File: src/rtl/rr_arbiter.sv
// rr_arbiter: N-way round-robin arbiter with registered one-hot grant and direct owner hand-off.
// Optional hold limit via `ARB_HOLD_LIMIT_EN (MAX_HOLD cycles per ownership). Rev 1.0
`default_nettype none

module rr_arbiter #(
   parameter int N        = 4,
   parameter int MAX_HOLD = 8
) (
   input  logic                   clk,
   input  logic                   n_rst,
   input  logic [N-1:0]           req,
   output logic [N-1:0]           gnt,
   output logic                   gnt_valid,
   output logic [$clog2(N)-1:0]   gnt_id
);

   localparam int W = $clog2(N);

   typedef enum logic [0:0] {IDLE = 1'b0, GRANT = 1'b1} state_t;

   generate
      if (N < 2 || N > 16 || MAX_HOLD < 1) begin : g_param_check
         $error("rr_arbiter: N must be 2..16 and MAX_HOLD >= 1");
      end
   endgenerate

   state_t         state, state_nx;
   logic [W-1:0]   ptr, ptr_nx;
   logic [N-1:0]   gnt_nx;
   logic [W-1:0]   id_nx;
   logic           valid_nx;

   logic [N-1:0]   cand;
   logic           win_found;
   logic [W-1:0]   win_idx;
   logic           owner_req;
   logic           release_own;
   logic           arb;

   // The owner is masked out so a re-arbitration always moves the grant on.
   always_comb begin
      cand      = req & ~gnt;
      win_found = 1'b0;
      win_idx   = '0;
      for (int off = 0; off < N; off++) begin
         int i;
         i = int'(ptr) + off;
         if (i >= N) i = i - N;
         if (!win_found && cand[i]) begin
            win_found = 1'b1;
            win_idx   = W'(i);
         end
      end
   end

   assign owner_req = |(req & gnt);

`ifdef ARB_HOLD_LIMIT_EN
   localparam int HW = $clog2(MAX_HOLD + 1);
   logic [HW-1:0] hold_cnt, hold_nx;
   logic          hold_hit;

   assign hold_hit    = (hold_cnt == HW'(MAX_HOLD)) && (|cand);
   assign release_own = !owner_req || hold_hit;

   always_comb begin
      hold_nx = hold_cnt;
      if (arb && win_found)
         hold_nx = HW'(1);
      else if (state_nx == IDLE)
         hold_nx = '0;
      else if (hold_cnt != HW'(MAX_HOLD))
         hold_nx = hold_cnt + HW'(1);
   end

   always_ff @(posedge clk or negedge n_rst) begin
      if (!n_rst) hold_cnt <= '0;
      else        hold_cnt <= hold_nx;
   end
`else
   assign release_own = !owner_req;
`endif

   always_comb begin
      state_nx = state;
      gnt_nx   = gnt;
      id_nx    = gnt_id;
      ptr_nx   = ptr;
      arb      = 1'b0;
      case (state)
         IDLE:    arb = 1'b1;
         GRANT:   arb = release_own;
         default: arb = 1'b1;
      endcase
      if (arb) begin
         if (win_found) begin
            state_nx        = GRANT;
            gnt_nx          = '0;
            gnt_nx[win_idx] = 1'b1;
            id_nx           = win_idx;
            ptr_nx          = (win_idx == W'(N - 1)) ? '0 : win_idx + W'(1);
         end else begin
            state_nx = IDLE;
            gnt_nx   = '0;
            id_nx    = '0;
         end
      end
      valid_nx = (state_nx == GRANT);
   end

   always_ff @(posedge clk or negedge n_rst) begin
      if (!n_rst) begin
         state     <= IDLE;
         ptr       <= '0;
         gnt       <= '0;
         gnt_id    <= '0;
         gnt_valid <= 1'b0;
      end else begin
         state     <= state_nx;
         ptr       <= ptr_nx;
         gnt       <= gnt_nx;
         gnt_id    <= id_nx;
         gnt_valid <= valid_nx;
      end
   end

endmodule

`default_nettype wire
File: config.mk
export PLATFORM = sky130hd
export DESIGN_NAME = rr_arbiter
export DESIGN_NICKNAME = d
export VERILOG_FILES = /design/src/rtl/rr_arbiter.sv
export SDC_FILE = /design/constraint.sdc
export NUM_CORES = 1
export LEC_CHECK = 0
export ABC_CLOCK_PERIOD_IN_PS = 1630
export BUFFER_PORTS_ARGS = -buffer_cell sky130_fd_sc_hd__buf_4
export CAP_MARGIN = 15
export CORE_AREA = 2 2 39 41
export DETAILED_ROUTE_END_ITERATION = 8
export DIE_AREA = 0 0 41 43
export MAX_ROUTING_LAYER = met4
export PLACE_DENSITY = 0.67
export SLEW_MARGIN = 40
export SYNTH_ARGS = -nofsm -noshare
export SYNTH_HDL_FRONTEND = slang
export SYNTH_SLANG_ARGS = --single-unit
File: constraint.sdc
create_clock -name clk -period 1.63 [get_ports clk]
set_input_delay 0.163 -clock clk [delete_from_list [all_inputs] [get_ports clk]]
set_output_delay 0.163 -clock clk [all_outputs]
set_load 0.01 [all_outputs]
==> results.cfg, run 1 <==
[sta]
grt_setup_unrepaired = yes
setup_tns_ps = 0
slew_viol_final = 0
fin_skew_ps = 0.779
hold_viol_final = 0
period_minus_slack_ps = 1600
max_freq_mhz = 627
max_slew.worst_pin.slew_ps = 129
setup_viol = 0
min_period_over_period = 0.979
slew_headroom = 0.912

[flow_run]
drv_cap = 0

[final_layout]
postLayoutCellArea_sq_um = 768
fillers = 134
area_delta_synth_final_pct = 38.0
nets = 87
drive_gt1_frac = 0.447
n_antenna_cell = 0

[setup_path]
regToRegSetupSlack_ps = 30
required_ps = 1770
worstSetupStartpointType = flop
critPathCaptureType = flop
arrival_ps = 1740
worstSetupPathType = flop to flop
critPathMaxFanout = 5

[run_status]
status = finished, final reports clean

[floorplanning]
start_util = 0.402
row_count = 14
die_w_um = 41
io_pins = 13
die-area_sq_mm = 0.00176
dieHeight_um = 43
core-area_sq_mm = 0.00138

[logic_synthesis]
syn_nets = 64
yosys-top-cells-area = dfrtp_1 (40%), ha_1 (9.0%), nand3_1 (4.5%), inv_1 (4.0%), mux2_2 (4.0%)
yosysTopAreaCell = dfrtp_1
synth_top_area_frac = 0.404
ys_warn_count = 0
yosysSeqAreaShare = 0.404
synth_cell_type_count = 23
avgSynthCellArea_sq_um = 10.3
synthesis.area_sq_um = 557
syn_inst = 54
yosys_register_bits = 9

[global_route]
grt_use_total = 0.158
grt.overflow.total = 0
grt_start_max_net_pins = 15
grt_pass1_vias = 470
grt_first_pass_wirelength_mm = 1.81
antenna_found_initial = 0

[route]
avgRoutedWirePerCell_um = 11.9
drt_iter0_markers = 2
drc = 0
postRouteWirelength_mm = 1.10
drtPass1Iterations = 4
num_vias = 442
antenna_left = 0
vias_per_cell = 4.80

[cts]
clk_pin_slew_worst_paths_ps = 60
insertion_delay_ps = 260
root_buffer = clkbuf_4
cts_tree = yes
clk_path_buf_depth = 2
numCtsBuffers = 3
clkSinkCount = 9
h-tree-depth = 1

[placement]
portBuffers = 12
gp_congestion = 0.741
postPlaceCellArea_sq_um = 701
dp_hpwl_um = 825

[power_and_ir_drop]
power_uw = 1470
irDropWorstVdd_mv = 0.804
power.density_mw_per_mm2 = 1910
p_leak_uw = 0.000374

[min_path]
hp-class = input port to asynchronous set/reset pin
## routing by layer
metal	part of all wire	up-vias	global-route usage	wire length (um)
li1	-	231	-	-
met1	0.48	203	0.196	528
met2	0.48	8	0.234	529
met3	0.036	0	0.0157	40
met4	0	0	0.100	0
met5	0	-	-	0
## flip-flops by register name (all words and copies together), names as in the netlist
name    count
gnt_id      2
gnt         4
state       1
ptr         2
## power by group
part / switching, uW / internal, uW
clock: 75.0 / 94.2
combinational: 374 / 505
sequential: 90.9 / 330
total: 540 / 929
## cells in the final DEF, fill, tap and decap left out, types with 2 or more instances in the layout
| cell | count |
|---|---|
| dfrtp_2 | 2 |
| nand3_1 | 5 |
| buf_4 | 18 |
| a21oi_1 | 3 |
| clkbuf_4 | 3 |
| o21ai_0 | 3 |
| mux2_2 | 2 |
| nor2b_2 | 2 |
| inv_1 | 6 |
| a22o_1 | 2 |
| nand2b_1 | 2 |
| ha_1 | 4 |
| dfrtp_1 | 7 |
## layout make-up
class	count	area, sq um	share of cell area
Clock buffer	4	26.3	0.0342
Inverter	6	22.5	0.0293
Multi-Input combinational cell	37	307	0.399
Sequential cell	9	228	0.296
Tap cell	16	20.0	0.0261
Timing Repair Buffer	20	165	0.215
## worst max-delay path, stage by stage (launching register included)
cell and delay (ps):
dfrtp_2 440, nor2b_2 160, mux2i_1 90, o211a_1 250, ha_1 270, mux2_4 260
## synthesized netlist by cell type
library cell	n
nand3_1	5
buf_6	1
a22o_1	2
a21boi_0	1
buf_2	1
ha_1	4
nand2_4	1
a21oi_1	3
nor3b_1	1
nand2b_1	3
o21ai_0	4
o21bai_1	1
inv_1	6
o22a_1	1
dfrtp_1	9
nor2b_1	3
and2b_1	1
o21ai_2	1
mux2i_1	1
o211a_1	1
or4_4	1
mux2_2	2
mux2_4	1
## cell families (layout without fill, tap and decap cells)
family                     count (synthesis)  after routing  synth area share
DFF                                        9              9             0.405
muxes                                      4              4            0.0854
buffers and inverters                      8             30            0.0696
and+or+nand+nor                           15             15             0.180
adders and majority gates                  4              4            0.0899
AOI/OAI and AO/OA                         14             14             0.171
## through the flow
stage | util | setup slack, ps | std cells | hold WS, ps
after global routing | 0.555 | -38.6 | 92 | 274
after floorplan | - | -16.8 | 54 | -133
after detailed placement | 0.506 | -36.1 | 85 | -7.60
after global placement | 0.506 | -7.78 | 85 | -8.23
after CTS | 0.540 | 14.4 | 91 | 247
final | 0.555 | 34.4 | 92 | 255
## path summary, 6_finish.rpt
kind	from	to	depth (start not counted)
worst max-delay path	gnt[2]	ptr[1]	5
worst min-delay path	n_rst	gnt_id[1]	2
worst max register to register	gnt[2]	ptr[1]	5
worst min register to register	gnt_id[1]	gnt_id[1]	1
max in group asynchronous	n_rst	ptr[1]	2
min in group clk	req[1]	state	5
## what timing repair did
| item | 4_1_cts | 5_1_grt |
|---|---|---|
| resized for setup | 2 | 6 |
| setup endpoints to repair | 1 | 4 |
| setup buffers | 1 | 1 |
| pin swaps | 1 | 4 |
| hold buffers | 1 | 0 |
| hold endpoints to repair | 9 | 0 |
(Power assumes the default switching activity.)
==> inputs of run 2 (changes only) <==
- ABC_AREA: default -> 1
- CORE_AREA: 2 2 39 41 -> default
- CORE_UTILIZATION: default -> 48
- DIE_AREA: 0 0 41 43 -> default
- PLACE_DENSITY: 0.67 -> 0.73
==> run 2 against run 1 <==
Compared with the run above: the run now ends with negative setup slack left; critical path depth rose by 9; non-clock buffer count rose by 17; synthesized cell count rose by 81%; global-route usage rose by 17 points; hold slack improved by 19 ps; synthesized area rose by 30%.
==> results.cfg, run 2 <==
[logic_synthesis]
synthXorXnorAreaFrac = 0
synth-compound-area-share = 0.0485
synth_ff_type = dfrtp_1
synthesis.area_sq_um = 722
syn_nets = 108
yosys_register_bits = 9
synth_top_family_by_area = simple AND/OR/NAND/NOR gates
async_reset_ff_frac = 1.00
yosys-top-cells-area = dfrtp_1 (31%), nand2_1 (18%), nand3_1 (9.7%), ha_1 (6.9%), nand3_2 (5.5%)
synth.most_common_cell = nand2_1
ys_warn_count = 0
yosysSeqAreaShare = 0.312
synth_top_area_frac = 0.312
synth_fa_ha_area_frac = 0.0693
yosys-top-cells-count = nand2_1 (34), nand3_1 (14), dfrtp_1 (9), o21ai_1 (7), inv_1 (6)
syn_inst = 98
yosysTopAreaCell = dfrtp_1
synthMuxAreaShare = 0
synth_cell_type_count = 18
synth-edff-count = 0
synthSimpleGateAreaFrac = 0.497
avgSynthCellArea_sq_um = 7.37

[route]
postRouteWirelength_mm = 3.21
vias_per_cell = 6.30
antenna_left = 0
drtPass1Iterations = 5
avgRoutedWirePerCell_um = 20.9
drt_iter0_markers = 79
drc = 0
num_vias = 964

[setup_path]
worstSetupStartpointType = flop
path_common_cell = nand2_1
worstReg2RegStart = ptr[1]
required_ps = 1780
critPathCaptureType = flop
arrival_ps = 2170
critPathMaxFanout = 4
path_cells = buf_4 -> nand2_1 -> nand2_2 -> nand3_2 -> nand2_4 -> nand3_4 -> nand2_1 -> nand2_1 -> nand2_2 -> nor2_4 -> inv_2 -> ha_2 -> nand2_1 -> o21ai_1
critPathSlowestCell = dfrtp_1
max_stage_delay_ps = 420
crit_start = ptr[1]
worstSetupPathType = flop to flop

[global_route]
grt_pass1_vias = 765
antenna_found_initial = 0
grt_use_total = 0.326
grt_first_pass_wirelength_mm = 3.33
grt_start_max_net_pins = 10
grt.overflow.total = 0

[sta]
grt_setup_unrepaired = yes
hold_viol_final = 0
setup_tns_ps = -1970
slew_viol_final = 0
max_slew.worst_pin.slew_ps = 264
worst_slack_ps = -390
period_minus_slack_ps = 2020
slew_headroom = 0.824
setup_viol = 9
fin_skew_ps = 5.44
max_freq_mhz = 495
min_period_over_period = 1.24

[cts]
insertion_delay_ps = 270
numCtsBuffers = 3
clk_pin_slew_worst_paths_ps = 70
clk_path_buf_depth = 2
clkSinkCount = 9
cts_tree = yes
h-tree-depth = 1
root_buffer = clkbuf_4

[floorplanning]
io_pins = 13
start_util = 0.535
row_count = 13
die-area_sq_mm = 0.00166
dieHeight_um = 40.8
core-area_sq_mm = 0.00135
die_w_um = 40.8

[flow_run]
drv_cap = 0

[final_layout]
layout_commonest_cell = buf_4
area_delta_synth_final_pct = 68.5
mostFrequentLayoutCells = buf_4 (33), nand2_1 (26), nand3_2 (11)
drive_gt1_frac = 0.587
regMostFlops = gnt
nets = 149
reg_top3 = gnt x4, gnt_id x2, ptr x2
largest_reg_flops = 4
n_antenna_cell = 0

[run_status]
violations = negative setup slack
status = finished, violations left

[placement]
dp_hpwl_mm = 1.53
gp_congestion = 0.749
portBuffers = 12

[min_path]
hp-class = input port to asynchronous set/reset pin
run 2: changes by cell type after synthesis, sizes merged, moves of 2 or more:
cell    delta
nand4      +3
inv        +3
nand3     +14
nand2b     -3
nor2       +6
o21ai      +2
mux2       -3
nor2b      -3
nand2     +38
a21oi      -3
a22o       -2
run 2: per-layer routing:
layer / wire, um / GRT usage / vias to the layer above / share of wire
met4: 217 / 0.175 / 0 / 0.068
met3: 318 / 0.0435 / 31 / 0.099
li1: - / - / 401 / -
met5: 0 / - / - / 0
met1: 1170 / 0.357 / 445 / 0.37
met2: 1500 / 0.563 / 87 / 0.47
run 2: final timing paths:
check                                  to  slack [ps]  depth (start not counted)
max in group asynchronous          ptr[0]        1210                          2
worst max register to register     gnt[0]        -390                         14
min in group clk                gnt_id[1]         490                          2
worst min register to register  gnt_id[1]         490                          2
worst min-delay path               gnt[0]         270                          2
worst max-delay path               gnt[0]        -390                         14
run 2: area by class of cell:
class | count | area (sq um)
multi-input cells | 79 | 609
clock buffers | 4 | 26.3
fillers | 64 | 134
well taps | 15 | 18.8
inverters | 9 | 43.8
flip-flops and latches | 9 | 226
repair buffers | 37 | 292
run 2: metrics by stage:
stage / setup slack [ps] / cells / hold slack, ps / area (sq um) / util
final: -390 / 153 / 274 / 1220 / 0.901
after global routing: -522 / 153 / 293 / 1220 / 0.901
after CTS: -136 / 151 / 259 / 1130 / 0.834
after global placement: -203 / 141 / -10.6 / 977 / 0.724
after detailed placement: -241 / 141 / -6.94 / 977 / 0.724
after floorplan: -76.0 / 98 / -133 / 752 / -
run 2: cell families after synthesis:
family,after synthesis
flip-flops,9
adder cells (fa/ha/maj),4
AND/OR/NAND/NOR,68
AO/OA/AOI/OAI,7
buffers and inverters,10
run 2: worst max-delay path: cells and delay by family (launching register included):
family,cells,cell delay (ps)
and+or+nand+nor,10,970
DFF,1,420
buffers and inverters,2,240
adders and majority gates,1,200
AOI/OAI and AO/OA,1,80
run 2: repair_timing:
action | CTS | global route
hold buffers | 1 | 0
hold endpoints to repair | 9 | 0
setup endpoints to repair | 6 | 8
pin swaps | 10 | 10
gates cloned | 0 | 0
resized for setup | 17 | 16
buffers inserted | 5 | 2
Power of run 2 is not shown: default switching activity piles up to over one toggle a cycle in this logic, so the estimate is an artifact.
==> inputs of run 3 (changes only) <==
--- a/config.mk
+++ b/config.mk
@@ -15,2 +15,3 @@
 export PLACE_DENSITY = 0.73
+export SKIP_CTS_REPAIR_TIMING = 1
 export SLEW_MARGIN = 40
==> constraint.sdc (replaced) <==
create_clock -name clk -period 1.63 [get_ports clk]
set_input_delay 0 -clock clk [delete_from_list [all_inputs] [get_ports clk]]
set_output_delay 0 -clock clk [all_outputs]
set_load 0.01 [all_outputs]
==> run 3 against run 2 <==
Compared with the run above: maximum frequency rose by 8.7%; critical path depth fell by 2; the run still ends with negative setup slack left; via count fell by 17%; sequential cell count did not move; clock skew rose by 0.61 ps; largest cell class unchanged; count of clock-buffer cells in the layout did not move; critical path type unchanged; critical endpoint unchanged.
==> results.cfg, run 3 (same netlist as run 2, synthesis figures left out) <==
[final_layout]
fillers = 69
largest_reg_flops = 4
n_antenna_cell = 0
finalNonFillerCells = 148
multiInputGateArea_sq_um = 564
seqCellArea_sq_um = 228
mostFrequentLayoutCells = buf_4 (30), nand2_1 (27), nand3_2 (12)
layout_commonest_cell = buf_4
area_delta_synth_final_pct = 57.7
drive_gt1_frac = 0.541
nets = 144
postLayoutCellArea_sq_mm = 0.00114
reg_top3 = gnt x4, gnt_id x2, ptr x2
regMostFlops = gnt

[flow_run]
drv_cap = 0

[route]
num_vias = 801
drt_iter0_markers = 40
postRouteWirelength_mm = 2.17
antenna_left = 0
drc = 0
vias_per_cell = 5.41
avgRoutedWirePerCell_um = 14.7
drtPass1Iterations = 4

[cts]
h-tree-depth = 1
insertion_delay_ps = 260
numCtsBuffers = 3
cts_tree = yes
clkSinkCount = 9
root_buffer = clkbuf_4
clk_pin_slew_worst_paths_ps = 70
clk_path_buf_depth = 2

[setup_path]
arrival_ps = 2010
worstReg2RegStart = ptr[0]
regToRegSetupSlack_ps = -230
critPathCaptureType = flop
r2r_cells = 12
required_ps = 1780
worstSetupPathType = flop to flop
r2r-end = gnt[0]
critPathMaxFanout = 8
crit_start = ptr[0]
worstSetupStartpointType = flop

[global_route]
grt_pass1_vias = 623
antenna_found_initial = 0
grt_use_total = 0.258
grt_start_max_net_pins = 10
grt.overflow.total = 0
grt_first_pass_wirelength_mm = 2.66

[placement]
dpl.cell_count = 141
postPlaceCellArea_sq_um = 977
dp_hpwl_mm = 1.53
portBuffers = 12
gp_congestion = 0.749

[sta]
fin_skew_ps = 6.05
worst_slack_ps = -227
min_period_over_period = 1.14
period_minus_slack_ps = 1860
max_freq_mhz = 538
slew_headroom = 0.841
slew_viol_final = 0
hold_viol_final = 0
grt_setup_unrepaired = yes
setup_viol = 6
max_slew.worst_pin.slew_ps = 239

[floorplanning]
start_util = 0.535
row_count = 13
die-area_sq_mm = 0.00166
dieHeight_um = 40.8
core-area_sq_mm = 0.00135
die_w_um = 40.8
io_pins = 13

[run_status]
violations = negative setup slack
status = finished, violations left

[min_path]
hp-class = input port to asynchronous set/reset pin
run 3: cell types whose count changed in the layout (fill, tap and decap cells not counted), moves of 2 or more:
cell / delta
buf_4: -3
buf_6: -3
nand3_1: +2
nand3_4: -3
run 3: metal layers:
| metal | wire length, um | part of all wire | vias to the layer above | GRT usage |
|---|---|---|---|---|
| met5 | 0 | 0 | - | - |
| met4 | 38 | 0.017 | 0 | 0.100 |
| met3 | 128 | 0.059 | 4 | 0.0326 |
| met2 | 1140 | 0.53 | 32 | 0.438 |
| met1 | 865 | 0.40 | 369 | 0.308 |
| li1 | - | - | 396 | - |
run 3: critical path, stage by stage (launching register included):
cell     delay, ps
dfrtp_2        500
inv_8          120
nand3_2        120
nand3_2        110
nand2_2         90
nand3_4        100
buf_12         100
nor2_4          30
nor2_4         150
inv_2           60
ha_1           190
nand2_1         90
o21ai_1         80
run 3: worst max-delay path by stage:
stage | endpoint | cells after the start
final | gnt[0] | 12
after global routing | gnt[0] | 11
after CTS | ptr[1] | 12
after detailed placement | ptr[1] | 12
after global placement | ptr[1] | 11
after floorplan | ptr[1] | 13
run 3: cell type report:
cell class / instances / share of cell area
Tap cell: 15 / 0.0165
Clock buffer: 4 / 0.0231
Sequential cell: 9 / 0.200
Inverter: 9 / 0.0407
Timing Repair Buffer: 32 / 0.224
Multi-Input combinational cell: 79 / 0.496
run 3: per-stage QoR:
stage	setup TNS, ps	hold slack [ps]	utilization	worst slack (ps)
2_1_floorplan	-201	-296	-	-76.0
3_3_place_gp	-850	-174	0.724	-203
3_5_place_dp	-1110	-170	0.724	-241
4_1_cts	-1200	-451	0.743	-256
5_1_grt	-1570	121	0.843	-328
6_report	-1020	105	0.843	-227
Power of run 3 is left out for the same reason.
